<file path="src/rtl/mmio_calc_master.sv">
// Memory-mapped calculator master: reads an opcode and an operand from two input
// ports, runs one ALU step on a persistent accumulator, then writes the result and status out.
module mmio_calc_master (
   input  logic        clk,
   input  logic        reset,
   input  logic        start,
   output logic        busy,
   output logic        done,
   output logic [31:0] a,
   output logic        we,
   output logic [31:0] wd,
   input  logic [31:0] rd,
   output logic [15:0] acc
);

   localparam logic [31:0] PORTA_RD = 32'h0000_FF00;
   localparam logic [31:0] PORTB_RD = 32'h0000_FF10;
   localparam logic [31:0] PORTC_WR = 32'h0000_7F20;
   localparam logic [31:0] PORTD_WR = 32'h0000_7FFC;

   typedef enum logic [2:0] {
      IDLE,
      RD_A,
      RD_B,
      EXEC,
      WR_C,
      WR_D,
      DONE
   } state_t;

   state_t      state_q, state_d;
   logic [3:0]  op_q, op_d;
   logic [15:0] opnd_q, opnd_d;
   logic [15:0] acc_q, acc_d;
   logic        c_q, c_d;
   logic        z_q, z_d;
   logic        inv_q, inv_d;
   logic [7:0]  cnt_q, cnt_d;
   logic [16:0] sum;
   logic [31:0] prod;
   logic        unused_rd;

   // The operand port is 16 bits wide; its upper half is deliberately dropped.
   assign unused_rd = ^rd[31:16];
   assign acc       = acc_q;

   always_ff @(posedge clk) begin
      if (reset) begin
         state_q <= IDLE;
         op_q    <= 4'h0;
         opnd_q  <= 16'h0000;
         acc_q   <= 16'h0000;
         c_q     <= 1'b0;
         z_q     <= 1'b0;
         inv_q   <= 1'b0;
         cnt_q   <= 8'h00;
      end else begin
         state_q <= state_d;
         op_q    <= op_d;
         opnd_q  <= opnd_d;
         acc_q   <= acc_d;
         c_q     <= c_d;
         z_q     <= z_d;
         inv_q   <= inv_d;
         cnt_q   <= cnt_d;
      end
   end

   always_comb begin
      state_d = state_q;
      op_d    = op_q;
      opnd_d  = opnd_q;
      acc_d   = acc_q;
      c_d     = c_q;
      z_d     = z_q;
      inv_d   = inv_q;
      cnt_d   = cnt_q;
      busy    = 1'b1;
      done    = 1'b0;
      a       = 32'h0000_0000;
      we      = 1'b0;
      wd      = 32'h0000_0000;
      sum     = {1'b0, acc_q} + {1'b0, opnd_q};
      prod    = {16'h0000, acc_q} * {16'h0000, opnd_q};

      unique case (state_q)
         IDLE: begin
            busy = 1'b0;
            if (start) begin
               state_d = RD_A;
            end
         end
         RD_A: begin
            a       = PORTA_RD;
            op_d    = rd[3:0];
            state_d = RD_B;
         end
         RD_B: begin
            a       = PORTB_RD;
            opnd_d  = rd[15:0];
            state_d = EXEC;
         end
         EXEC: begin
            inv_d = 1'b0;
            case (op_q)
               4'd0: begin
                  acc_d = 16'h0000;
                  c_d   = 1'b0;
               end
               4'd1: begin
                  acc_d = sum[15:0];
                  c_d   = sum[16];
               end
               4'd2: begin
                  acc_d = acc_q - opnd_q;
                  c_d   = (opnd_q > acc_q);
               end
               4'd3: begin
                  acc_d = prod[15:0];
                  c_d   = (prod[31:16] != 16'h0000);
               end
               4'd4: begin
                  acc_d = opnd_q;
                  c_d   = 1'b0;
               end
               default: begin
                  c_d   = 1'b0;
                  inv_d = 1'b1;
               end
            endcase
            z_d     = (acc_d == 16'h0000);
            state_d = WR_C;
         end
         WR_C: begin
            a       = PORTC_WR;
            we      = 1'b1;
            wd      = {16'h0000, acc_q};
            state_d = WR_D;
         end
         // The status word carries the count before this transaction is tallied.
         WR_D: begin
            a       = PORTD_WR;
            we      = 1'b1;
            wd      = {16'h0000, cnt_q, 5'b00000, z_q, inv_q, c_q};
            cnt_d   = cnt_q + 8'd1;
            state_d = DONE;
         end
         DONE: begin
            done    = 1'b1;
            state_d = IDLE;
         end
         default: begin
            state_d = IDLE;
         end
      endcase
   end

endmodule

</file>
<file path="config.mk">
export PLATFORM = sky130hd
export DESIGN_NAME = mmio_calc_master
export DESIGN_NICKNAME = d
export VERILOG_FILES = /design/src/rtl/mmio_calc_master.sv
export SDC_FILE = /design/constraint.sdc
export NUM_CORES = 1
export LEC_CHECK = 0
export ABC_AREA = 1
export ABC_CLOCK_PERIOD_IN_PS = 6220
export CAP_MARGIN = 15
export CORE_ASPECT_RATIO = 1.25
export CORE_MARGIN = 3
export CORE_UTILIZATION = 35
export CTS_CLUSTER_DIAMETER = 40
export DETAILED_ROUTE_END_ITERATION = 10
export SETUP_SLACK_MARGIN = 0.5
export SLEW_MARGIN = 20
export SYNTH_ARGS = -nofsm -noshare
export SYNTH_HDL_FRONTEND = slang
export SYNTH_SLANG_ARGS = --single-unit
</file>
<file path="constraint.sdc">
create_clock -name clk -period 6.22 [get_ports clk]
set_input_delay 1.244 -clock clk [delete_from_list [all_inputs] [get_ports clk]]
set_output_delay 1.244 -clock clk [all_outputs]
set_load 0.01 [all_outputs]
</file>
======== After elaboration in Yosys (flattened, before gate mapping) ========
Index checks and enable logic that the tools add are counted.
operators by class
  add/subtract/negate cells ............... 3
  multipliers ............................. 1
  magnitude comparators ................... 1
  equality and inequality tests ........... 11
  multiplexer cells ....................... 11
  reductions and logical operators ........ 6
operators with widths
  kind                 number
  $pmux 16 s5          1
  $pmux 16 s4          1
  $mul 16x16->32       1
  $pmux 16 s2          1
  $pmux 3 s6           1
  $add 16x16->17       1
  $gt 16x16->1         1
  $logic_not 16->1     1
  $mux 16              1
  $reduce_bool 16->1   1
  $sub 16x16->16       1
  $eq 3x3->1 const B   3
  $add 8x1->8 const B  1
  $eq 4x2->1 const B   2
  $eq 3x2->1 const B   2
  $reduce_or 5->1      1
  $eq 4x1->1 const B   1
  $eq 4x3->1 const B   1
  $logic_not 4->1      1
  $mux 1               4
  $eq 3x1->1 const B   1
  $logic_not 3->1      1
  $mux 3               1
  $pmux 1 s3           1
  other kinds (2)      2
storage, ports and cells
  flip-flop bits (word level) ............. 50
  input port bits ......................... 35
  output and inout port bits .............. 83
  logic and storage cells ................. 41

======== Depth between registers and ports, before layout ========
Gate-level depths: netlist of the first run.
  depth in word-level cells ............... 4
  gate-level depth with buffers ........... 33
  gate-level depth less buffers ........... 31

======== Worst setup path before layout of the first run ========
No wires, ideal clock.
  path kind ............................... reg-to-reg
  start ................................... register acc_q[10] (netlist: acc[10])
  end ..................................... register c_q
  setup time .............................. 0.120 ns
  data arrival time ....................... 5.582 ns
  required time ........................... 6.100 ns
  path slack .............................. 0.518 ns
  cell stages (with the launch flop) ...... 27
  path buffers ............................ 2
  period minus slack after synthesis ...... 5.702 ns
  cells stage by stage .................... dfxtp_1 clkbuf_1 clkbuf_1 nand2_1 fa_1 fa_1 fa_1 fa_1 inv_1 fa_1 inv_1 fa_1 inv_1 ha_1 nand2_1 inv_1 a21oi_1 nor2_1 nor2_1 o21ai_0 or2_0 a21oi_1 nand2_1 nor2_1 nand2_1 nand2_1 a21oi_1
on the way
  cells in the longest elaborated chain, start to end .. 3
  elaborated cells between the ends (all ways) .. 5
  those cells by class .................... add/sub (1); mul (1); order compare (1); mux (1); reduce/logical (1)
RTL lines
  element                 RTL line  RTL
  from (decl)             34        logic [15:0] acc_q, acc_d;
  from (signal assigned)  52        acc_q <= 16'h0000;
  from (signal assigned)  61        acc_q <= acc_d;
  $mul 16x16->32          84        prod = {16'h0000, acc_q} * {16'h0000, opnd_q};
  $reduce_bool 16->1      120       c_d = (prod[31:16] != 16'h0000);
  $pmux 1 s3 *            105       case (op_q)
  to (signal assigned)    53        c_q <= 1'b0;
  to (signal assigned)    62        c_q <= c_d;
  to (decl)               35        logic c_q, c_d;
Every way passes the cells marked *; elsewhere a longest branch is shown, timed or not.
A chain may end at the register's enable or synchronous reset.

======== Worst setup path after layout of the first run ========
  start ................................... register acc_q[9] (netlist: acc[9])
  end ..................................... register c_q
The elaborated chain is that of the path after synthesis.

==> results.sh, run 1 <==
export IMPL_area_growth_pct=17.2
export IMPL_wl_per_cell_um=16.9
export IMPL_holdCritPathClass="reg -> reg"
export IMPL_track_usage=0.205
export IMPL_start_util=0.357
export IMPL_io_pins=118
export IMPL_antenna_cells=0
export IMPL_p_per_area_mw_per_mm2=88.8
export IMPL_grt_met1_usage=0.261
export IMPL_place_area_mm2=0.0154
export IMPL_setup_tns_final_ns=0
export IMPL_r2r_slack_ns=0.58
export IMPL_drt_iter0_drc=884
export IMPL_clockBufferDepth=2
export IMPL_fillers=4119
export IMPL_hold_viol=0
export IMPL_grt_first_pass_wirelength_um=69100
export IMPL_core_mm2=0.0395
export IMPL_cts_clk_slew_worst_paths_ns=0.08
export IMPL_setup_worst_path_class="reg -> reg"
export IMPL_synth_area_mm2=0.0141
export IMPL_slowest_delay_ns=0.59
export IMPL_register_area_mm2=0.00106
export IMPL_drc=0
export IMPL_grt_most_used_layer="met2"
export IMPL_gp_congestion=0.933
export IMPL_multi_input_area_mm2=0.0113
export IMPL_final_layout_size_suffix_gt1_frac=0.147
export IMPL_grt_use_met2=0.365
export IMPL_fin_crit_sh=0.907
export IMPL_status="finished, final reports clean"
export IMPL_min_period_ns=5.64
export IMPL_yosysWarnings=0
export IMPL_slowest_stage="fa_1"
export IMPL_arrival_ns=5.84
export IMPL_final_area_mm2=0.0166
export IMPL_setup_violations=0
export IMPL_synthDistinctLibCells=51
export IMPL_finalClockSkew_ns=0.00901
export IMPL_via_count=13195
export IMPL_crit_top_cell="fa_1"
export IMPL_rows=81
export IMPL_critPathCaptureType="flop"
export IMPL_maxCapViolCount=0
export IMPL_antenna_found_initial=0
export IMPL_worstSetupStartpointType="flop"
export IMPL_max_freq_ghz=0.177
export IMPL_firstDrtPassIters=5
export IMPL_drt_total_wl_um=44900
export IMPL_cts_hold_buffers_added=0
export IMPL_rsz0062_at_grt="yes"
export IMPL_worst_pin_slew_ns=0.911
export IMPL_grt_overflow=0
export IMPL_maxSlewHeadroom=0.392
export IMPL_numCtsBuffers=5
export IMPL_clkSinkCount=50
export IMPL_syn_area_per_cell_um2=6.78
export IMPL_vdd_drop_max_mv=0.0994
export IMPL_clk_insertion_delay_late_ns=0.31
export IMPL_required_ns=6.41
export IMPL_worstPathMaxFanout=16
export IMPL_cts_max_level=2
export IMPL_ys_seq_area_frac=0.0709
export IMPL_cts_tree="done"
export IMPL_p_leak_nw=8.71
export IMPL_cts_root_buf="clkbuf_16"
export IMPL_die_w_um=186
export IMPL_syn_inst=2084
export IMPL_gr_usage_met3=0.0263
export IMPL_postRouteAntennaNets=0
export IMPL_layout_nets=2525
export IMPL_ys_ff_latch=50
export IMPL_grt_pass1_vias=12783
export IMPL_port_buffer_count=67
export IMPL_slew_violations=0
export IMPL_grt_start_max_net_pins=29
export IMPL_dieHeight_um=231
export IMPL_dpl_hpwl_um=36600
export IMPL_routed_via_density=4.97
export IMPL_path_cells="buf_12, ha_1, fa_1, inv_1, fa_2, fa_1, fa_2, fa_1, inv_1, fa_1, ha_4, nand2_2, inv_1, nand2_2, nor2_2, nand3_1, nand3b_1, nand2_1, nor2_2, nand2_1, nor2_1, nand2_1, nand2_4, a21oi_2"
export IMPL_die_area_mm2=0.0428
## metal layers
layer,routed length [µm],up-vias
met1,18000,6350
li1,-,6304
met2,22900,453
met3,2550,88
met5,0,-
met4,1450,0
## final timing paths
path	endpoint	cells past startpoint	from
worst min register to register	inv_q	2	inv_q
worst min-delay path	inv_q	2	inv_q
worst max-delay path	c_q	24	acc[9]
worst max register to register	c_q	24	acc[9]
## registers in the layout (all words and copies together), names as in the netlist
signal,cells
acc,16
opnd_q,16
cnt_q,8
op_q,4
state_q,3
c_q,1
inv_q,1
z_q,1
## Yosys cell counts (all sizes together)
cell | n | area, µm²
or2 | 5 | 33.8
clkbuf | 73 | 304
o21bai | 6 | 52.6
nand3 | 122 | 631
buf | 58 | 467
ha | 137 | 1710
o22ai | 10 | 62.6
a21oi | 88 | 459
and2 | 1 | 6.26
nand2 | 593 | 2270
o21a | 4 | 30.0
a211oi | 9 | 67.6
nand3b | 7 | 52.6
and3 | 1 | 6.26
o31ai | 1 | 7.51
nor2 | 119 | 510
dfxtp | 50 | 1000
conb | 1 | 3.75
nor4 | 2 | 12.5
nand4 | 20 | 125
a31oi | 1 | 6.26
nor3 | 19 | 133
inv | 494 | 1860
a21boi | 1 | 7.51
xnor2 | 5 | 43.8
o21ai | 58 | 309
o221ai | 1 | 8.76
fa | 196 | 3920
xor2 | 2 | 17.5
## layout make-up
cell class                      instances  area share
Clock buffer                            5     0.00756
Inverter                              494       0.112
Sequential cell                        50      0.0642
Clock inverter                          3     0.00174
Timing Repair Buffer                  164      0.0969
Tap cell                              498      0.0376
Multi-Input combinational cell       1442       0.679
## repair_timing
item | CTS | global route
pin swaps | 2 | 60
gates cloned | 0 | 1
resized for setup | 58 | 148
setup endpoints to repair | 6 | 4
setup buffers | 5 | 17
## critical path: cells and delay by family, from the launching register on
family	cells	cell delay, ns
flops	1	0.34
simple gates	11	1.14
buf+inv	4	0.35
fa+ha+maj	8	3.66
compound gates	1	0.06
## stage by stage
stage               worst slack (ns)  power (mW)  instances  hold WS, ns   util
floorplan                      0.518       0.889       2117        0.432      -
global placement              0.0614        1.10       2625        0.450  0.390
detailed placement            0.0361        1.11       2625        0.452  0.390
CTS                            0.491        1.43       2638        0.463  0.401
global route                   0.376        1.57       2656        0.492  0.419
finish                         0.578        1.47       2656        0.462  0.419
## logic make-up (layout without fill, tap and decap cells)
family                   after synthesis  after routing  synth area share
adder cells (fa/ha/maj)              333            333             0.399
AND/OR/NAND/NOR                      889            889             0.268
buffers and inverters                625            666             0.186
AO/OA/AOI/OAI                        179            179            0.0716
flip-flops                            50             50            0.0709
other                                  1             34          0.000266
XOR/XNOR                               7              7           0.00434
## report_power, final
part	internal, mW	switching, mW
sequential	0.341	0.0461
combinational	0.275	0.501
clock	0.154	0.154
total	0.770	0.701
## layout by cell type (no fill, tap or decap), drive strengths merged, types with 10 or more instances in the layout
cell and count:
a21oi 88, buf 96, clkdlybuf4s50 67, conb 34
dfxtp 50, fa 196, ha 137, inv 495
nand2 593, nand3 122, nand4 20, nor2 119
nor3 19, o21ai 58, o22ai 10
Note: power is estimated with default switching activity, not from simulation.
==> run 2: changes to the inputs <==
--- a/config.mk
+++ b/config.mk
@@ -9,10 +9,10 @@
 export ABC_CLOCK_PERIOD_IN_PS = 6220
 export CAP_MARGIN = 15
 export CORE_ASPECT_RATIO = 1.25
-export CORE_MARGIN = 3
 export CORE_UTILIZATION = 35
 export CTS_CLUSTER_DIAMETER = 40
 export DETAILED_ROUTE_END_ITERATION = 10
+export GPL_ROUTABILITY_DRIVEN = 0
 export SETUP_SLACK_MARGIN = 0.5
 export SLEW_MARGIN = 20
 export SYNTH_ARGS = -nofsm -noshare
==> run 2 against run 1 <==
Against the previous run:
- cell count down 0.68%
- largest cell class unchanged
- highest routed layer unchanged
- non-clock buffer count decreased by 18
- setup slack worse by 0.0034 ns
==> results.sh, run 2 (same netlist as run 1, synthesis figures left out) <==
export IMPL_rows=81
export IMPL_worstHoldStart="inv_q"
export IMPL_grt_start_max_net_pins=29
export IMPL_finalClockSkew_ns=0.00556
export IMPL_io_pins=118
export IMPL_drc=0
export IMPL_setup_violations=0
export IMPL_min_period_ns=5.65
export IMPL_status="finished, final reports clean"
export IMPL_slowest_stage="fa_1"
export IMPL_cpLargestDelayFamily="adder cells"
export IMPL_dpl_hpwl_um=35500
export IMPL_antenna_cells=0
export IMPL_ff2ff_path_depth=28
export IMPL_hold_viol=0
export IMPL_core_mm2=0.0394
export IMPL_grt_overflow=0
export IMPL_hold_end="inv_q"
export IMPL_required_ns=6.44
export IMPL_setup_worst_path_class="reg -> reg"
export IMPL_arrival_ns=5.87
export IMPL_slowest_delay_ns=0.57
export IMPL_worstPathMaxFanout=10
export IMPL_r2r_slack_ns=0.57
export IMPL_cts_clk_slew_worst_paths_ns=0.08
export IMPL_grt_first_pass_wirelength_um=68000
export IMPL_start_util=0.358
export IMPL_worstSetupStartpointType="flop"
export IMPL_cts_hold_buffers_added=0
export IMPL_die_w_um=182
export IMPL_worst_pin_slew_ns=0.987
export IMPL_layout_common_cells="nand2_1, inv_1, fa_1"
export IMPL_area_growth_pct=15.1
export IMPL_antenna_found_initial=0
export IMPL_holdCritPathClass="reg -> reg"
export IMPL_wl_per_cell_um=16.8
export IMPL_maxCapViolCount=0
export IMPL_port_buffer_count=67
export IMPL_drt_total_wl_um=44200
export IMPL_max_freq_ghz=0.177
export IMPL_die_area_mm2=0.0412
export IMPL_clockBufferDepth=2
export IMPL_firstDrtPassIters=6
export IMPL_setup_ws_ns=0.575
export IMPL_track_usage=0.211
export IMPL_grt_pass1_vias=12791
export IMPL_rsz0062_at_grt="yes"
export IMPL_p_leak_nw=8.46
export IMPL_maxSlewHeadroom=0.340
export IMPL_vdd_drop_max_mv=0.112
export IMPL_fin_crit_sh=0.908
export IMPL_critPathCaptureType="flop"
export IMPL_p_per_area_mw_per_mm2=89.4
export IMPL_setup_tns_final_ns=0
export IMPL_cts_max_level=2
export IMPL_via_count=13307
export IMPL_layout_nets=2507
export IMPL_hold_path_depth=2
export IMPL_final_common_cell="nand2_1"
export IMPL_dieHeight_um=227
export IMPL_clk_insertion_delay_late_ns=0.31
export IMPL_cts_tree="done"
export IMPL_timing_rr_end="z_q"
export IMPL_drt_iter0_drc=983
export IMPL_pre_cts_ws_ns=0.0914
export IMPL_worstReg2RegStart="opnd_q[6]"
export IMPL_final_layout_size_suffix_gt1_frac=0.133
export IMPL_slew_violations=0
export IMPL_routed_via_density=5.04
export IMPL_clkSinkCount=50
export IMPL_path_buf_inv=9
export IMPL_cts_root_buf="clkbuf_16"
export IMPL_postRouteAntennaNets=0
export IMPL_numCtsBuffers=5
## run 2: changes by cell type in the layout (fill, tap and decap cells not counted), sizes merged
| cell | delta |
|---|---|
| buf | -19 |
| bufbuf | +1 |
## run 2: worst max path at each step
stage | cells after the start | slack (ns) | end | from
3_3_place_gp | 24 | 0.16 | c_q | opnd_q[1]
2_1_floorplan | 26 | 0.52 | c_q | acc[10]
3_5_place_dp | 24 | 0.09 | c_q | opnd_q[1]
4_1_cts | 24 | 0.51 | c_q | acc[9]
5_1_grt | 27 | 0.36 | z_q | opnd_q[6]
6_report | 28 | 0.57 | z_q | opnd_q[6]
## run 2: final cells by class
type | instances | area, µm²
sequential | 50 | 1060
clock inverter | 3 | 28.8
tap | 498 | 623
fill | 4037 | 23200
multi-input combinational | 1442 | 11100
clock buffer | 5 | 125
timing repair buffer | 146 | 1470
inverter | 494 | 1860
## run 2: repair_timing
item / in CTS / in global routing
gates resized for setup: 49 / 135
setup buffers: 4 / 9
pin swaps: 1 / 41
cloned: 1 / 1
setup endpoints to repair: 7 / 7
## run 2: where the power goes
part / internal [mW] / switching [mW]
clock: 0.154 / 0.146
sequential: 0.341 / 0.0495
combinational: 0.267 / 0.495
## run 2: worst min-delay path: stages (launching register included)
cell and delay, ns:
dfxtp_1 0.30, inv_1 0.06, a21oi_1 0.06
## run 2: per-layer routing
layer  track usage  vias up  wire length (µm)
li1              -     6271                 -
met1         0.264     6370             17400
met3        0.0164      121              2810
met4        0.0902        0              2400
met2         0.373      545             21600
met5             0        -                 0
## run 2: through the flow
| step | std cells | area (µm²) | utilization | power (mW) | hold WS (ns) |
|---|---|---|---|---|---|
| floorplan | 2117 | 14200 | - | 0.889 | 0.432 |
| global placement | 2615 | 15300 | 0.388 | 1.10 | 0.451 |
| detailed placement | 2615 | 15300 | 0.388 | 1.10 | 0.459 |
| CTS | 2628 | 15700 | 0.398 | 1.41 | 0.470 |
| global route | 2638 | 16300 | 0.412 | 1.54 | 0.515 |
| finish | 2638 | 16300 | 0.412 | 1.45 | 0.467 |
==> run 3: changes to the inputs <==
--- a/config.mk
+++ b/config.mk
@@ -7,8 +7,8 @@
 export LEC_CHECK = 0
 export ABC_AREA = 1
 export ABC_CLOCK_PERIOD_IN_PS = 6220
-export CAP_MARGIN = 15
 export CORE_ASPECT_RATIO = 1.25
+export CORE_MARGIN = 5
 export CORE_UTILIZATION = 35
 export CTS_CLUSTER_DIAMETER = 40
 export DETAILED_ROUTE_END_ITERATION = 10
==> run 3 against run 2 <==
Against the previous run:
- non-clock buffer count grew 16
- critical path depth shrank 3
- routed wire length grew 2.3%
- largest cell class unchanged
- highest routed layer unchanged
==> results.sh, run 3 (same netlist as run 1, synthesis figures left out) <==
export IMPL_track_usage=0.194
export IMPL_worstHoldStart="inv_q"
export IMPL_via_count=13336
export IMPL_r2r_slack_ns=0.63
export IMPL_hold_path_depth=2
export IMPL_final_layout_size_suffix_gt1_frac=0.139
export IMPL_postRouteAntennaNets=0
export IMPL_holdCritPathClass="reg -> reg"
export IMPL_routed_via_density=5.01
export IMPL_worstPathMaxFanout=8
export IMPL_critPathCaptureType="flop"
export IMPL_fillers=4134
export IMPL_maxSlewHeadroom=0.409
export IMPL_hold_end="inv_q"
export IMPL_antenna_found_initial=0
export IMPL_layout_common_cells="nand2_1, inv_1, fa_1"
export IMPL_area_growth_pct=16.5
export IMPL_drc=0
export IMPL_cts_clk_slew_worst_paths_ns=0.08
export IMPL_start_util=0.353
export IMPL_max_freq_ghz=0.179
export IMPL_drt_iter0_drc=1086
export IMPL_fin_crit_sh=0.898
export IMPL_final_common_cell="nand2_1"
export IMPL_cts_max_level=2
export IMPL_worstReg2RegStart="acc[11]"
export IMPL_drt_total_wl_um=45200
export IMPL_core_mm2=0.0400
export IMPL_wl_per_cell_um=17.0
export IMPL_cpLargestDelayFamily="adder cells"
export IMPL_setup_worst_path_class="reg -> reg"
export IMPL_layout_nets=2523
export IMPL_grt_overflow=0
export IMPL_cts_root_buf="clkbuf_16"
export IMPL_p_leak_nw=8.56
export IMPL_setup_tns_final_ns=0
export IMPL_grt_start_max_net_pins=29
export IMPL_status="finished, final reports clean"
export IMPL_clkSinkCount=50
export IMPL_clockBufferDepth=2
export IMPL_io_pins=118
export IMPL_slew_violations=0
export IMPL_die_area_mm2=0.0445
export IMPL_hold_viol=0
export IMPL_setup_violations=0
export IMPL_cts_hold_buffers_added=0
export IMPL_p_per_area_mw_per_mm2=88.7
export IMPL_finalPower_mw=1.46
export IMPL_grt_pass1_vias=13139
export IMPL_numCtsBuffers=5
export IMPL_required_ns=6.41
export IMPL_worstSetupStartpointType="flop"
export IMPL_ff2ff_path_depth=25
export IMPL_dieHeight_um=235
export IMPL_timing_rr_end="c_q"
export IMPL_finalClockSkew_ns=0.00475
export IMPL_crit_top_cell="nand2_1"
export IMPL_hold_ws_ns=0.476
export IMPL_slowest_delay_ns=0.55
export IMPL_worst_pin_slew_ns=0.885
export IMPL_port_buffer_count=67
export IMPL_rsz0062_at_grt="yes"
export IMPL_vdd_drop_max_mv=0.106
export IMPL_path_buf_inv=3
export IMPL_dpl_hpwl_um=36200
export IMPL_cts_tree="done"
export IMPL_antenna_cells=0
export IMPL_arrival_ns=5.78
export IMPL_clk_insertion_delay_late_ns=0.30
export IMPL_grt_first_pass_wirelength_um=69300
export IMPL_die_w_um=190
export IMPL_rows=82
export IMPL_firstDrtPassIters=8
export IMPL_maxCapViolCount=0
export IMPL_slowest_stage="fa_1"
export IMPL_min_period_ns=5.59
==> run 3: changes by cell type in the layout (fill, tap and decap cells not counted), moves of 5 or more <==
cell | previous run | this run
dfxtp_4 | 12 | 17
inv_2 | 33 | 26
nand2_2 | 36 | 31
inv_1 | 459 | 466
buf_4 | 55 | 74
==> run 3: area by class of cell <==
cell class | instances | area, µm² | share of cell area
Clock buffer | 5 | 125 | 0.00760
Clock inverter | 3 | 23.8 | 0.00144
Inverter | 494 | 1860 | 0.113
Multi-Input combinational cell | 1442 | 11200 | 0.678
Sequential cell | 50 | 1080 | 0.0655
Tap cell | 504 | 631 | 0.0383
Timing Repair Buffer | 162 | 1590 | 0.0964
==> run 3: worst max path at each step <==
| stage | cells past startpoint | startpoint | end | slack [ns] |
|---|---|---|---|---|
| CTS | 23 | opnd_q[15] | c_q | 0.50 |
| global placement | 24 | acc[6] | c_q | 0.06 |
| global route | 24 | acc[11] | c_q | 0.35 |
| floorplan | 26 | acc[10] | c_q | 0.52 |
| finish | 25 | acc[11] | c_q | 0.63 |
| detailed placement | 24 | acc[6] | c_q | 0.07 |
==> run 3: worst reg2reg max path: cells and delay by family, from the launching register on <==
| kind | cells | cell delay [ns] |
|---|---|---|
| adder cells (fa/ha/maj) | 8 | 3.40 |
| AND/OR/NAND/NOR | 10 | 0.80 |
| AO/OA/AOI/OAI | 4 | 0.61 |
| flip-flops | 1 | 0.41 |
| buffers and inverters | 3 | 0.26 |
==> run 3: power by group <==
part | switching (mW) | leakage [nW] | internal (mW) | total, mW
logic | 0.492 | 8.07 | 0.273 | 0.764
clock network | 0.151 | 0.0664 | 0.152 | 0.303
registers | 0.0531 | 0.424 | 0.340 | 0.393
==> run 3: metal layers <==
layer | vias up | global-route usage | routed length, µm
li1 | 6293 | - | -
met3 | 92 | 0.0205 | 2660
met4 | 0 | 0.0678 | 1780
met1 | 6438 | 0.241 | 18000
met5 | - | 0 | 0
met2 | 513 | 0.350 | 22800
==> run 3: through the flow <==
| stage | worst slack (ns) | utilization | instance area, µm² | cells |
|---|---|---|---|---|
| after floorplan | 0.518 | - | 14200 | 2117 |
| after global placement | 0.0618 | 0.384 | 15300 | 2621 |
| after detailed placement | 0.0719 | 0.384 | 15300 | 2621 |
| after CTS | 0.499 | 0.392 | 15700 | 2629 |
| after global routing | 0.347 | 0.411 | 16500 | 2660 |
| final | 0.632 | 0.411 | 16500 | 2660 |
==> run 3: what timing repair did <==
item / in CTS / in global routing
pin swaps: 1 / 56
setup endpoints to repair: 5 / 4
gates cloned: 0 / 3
buffers inserted: 0 / 28
gates resized for setup: 63 / 122
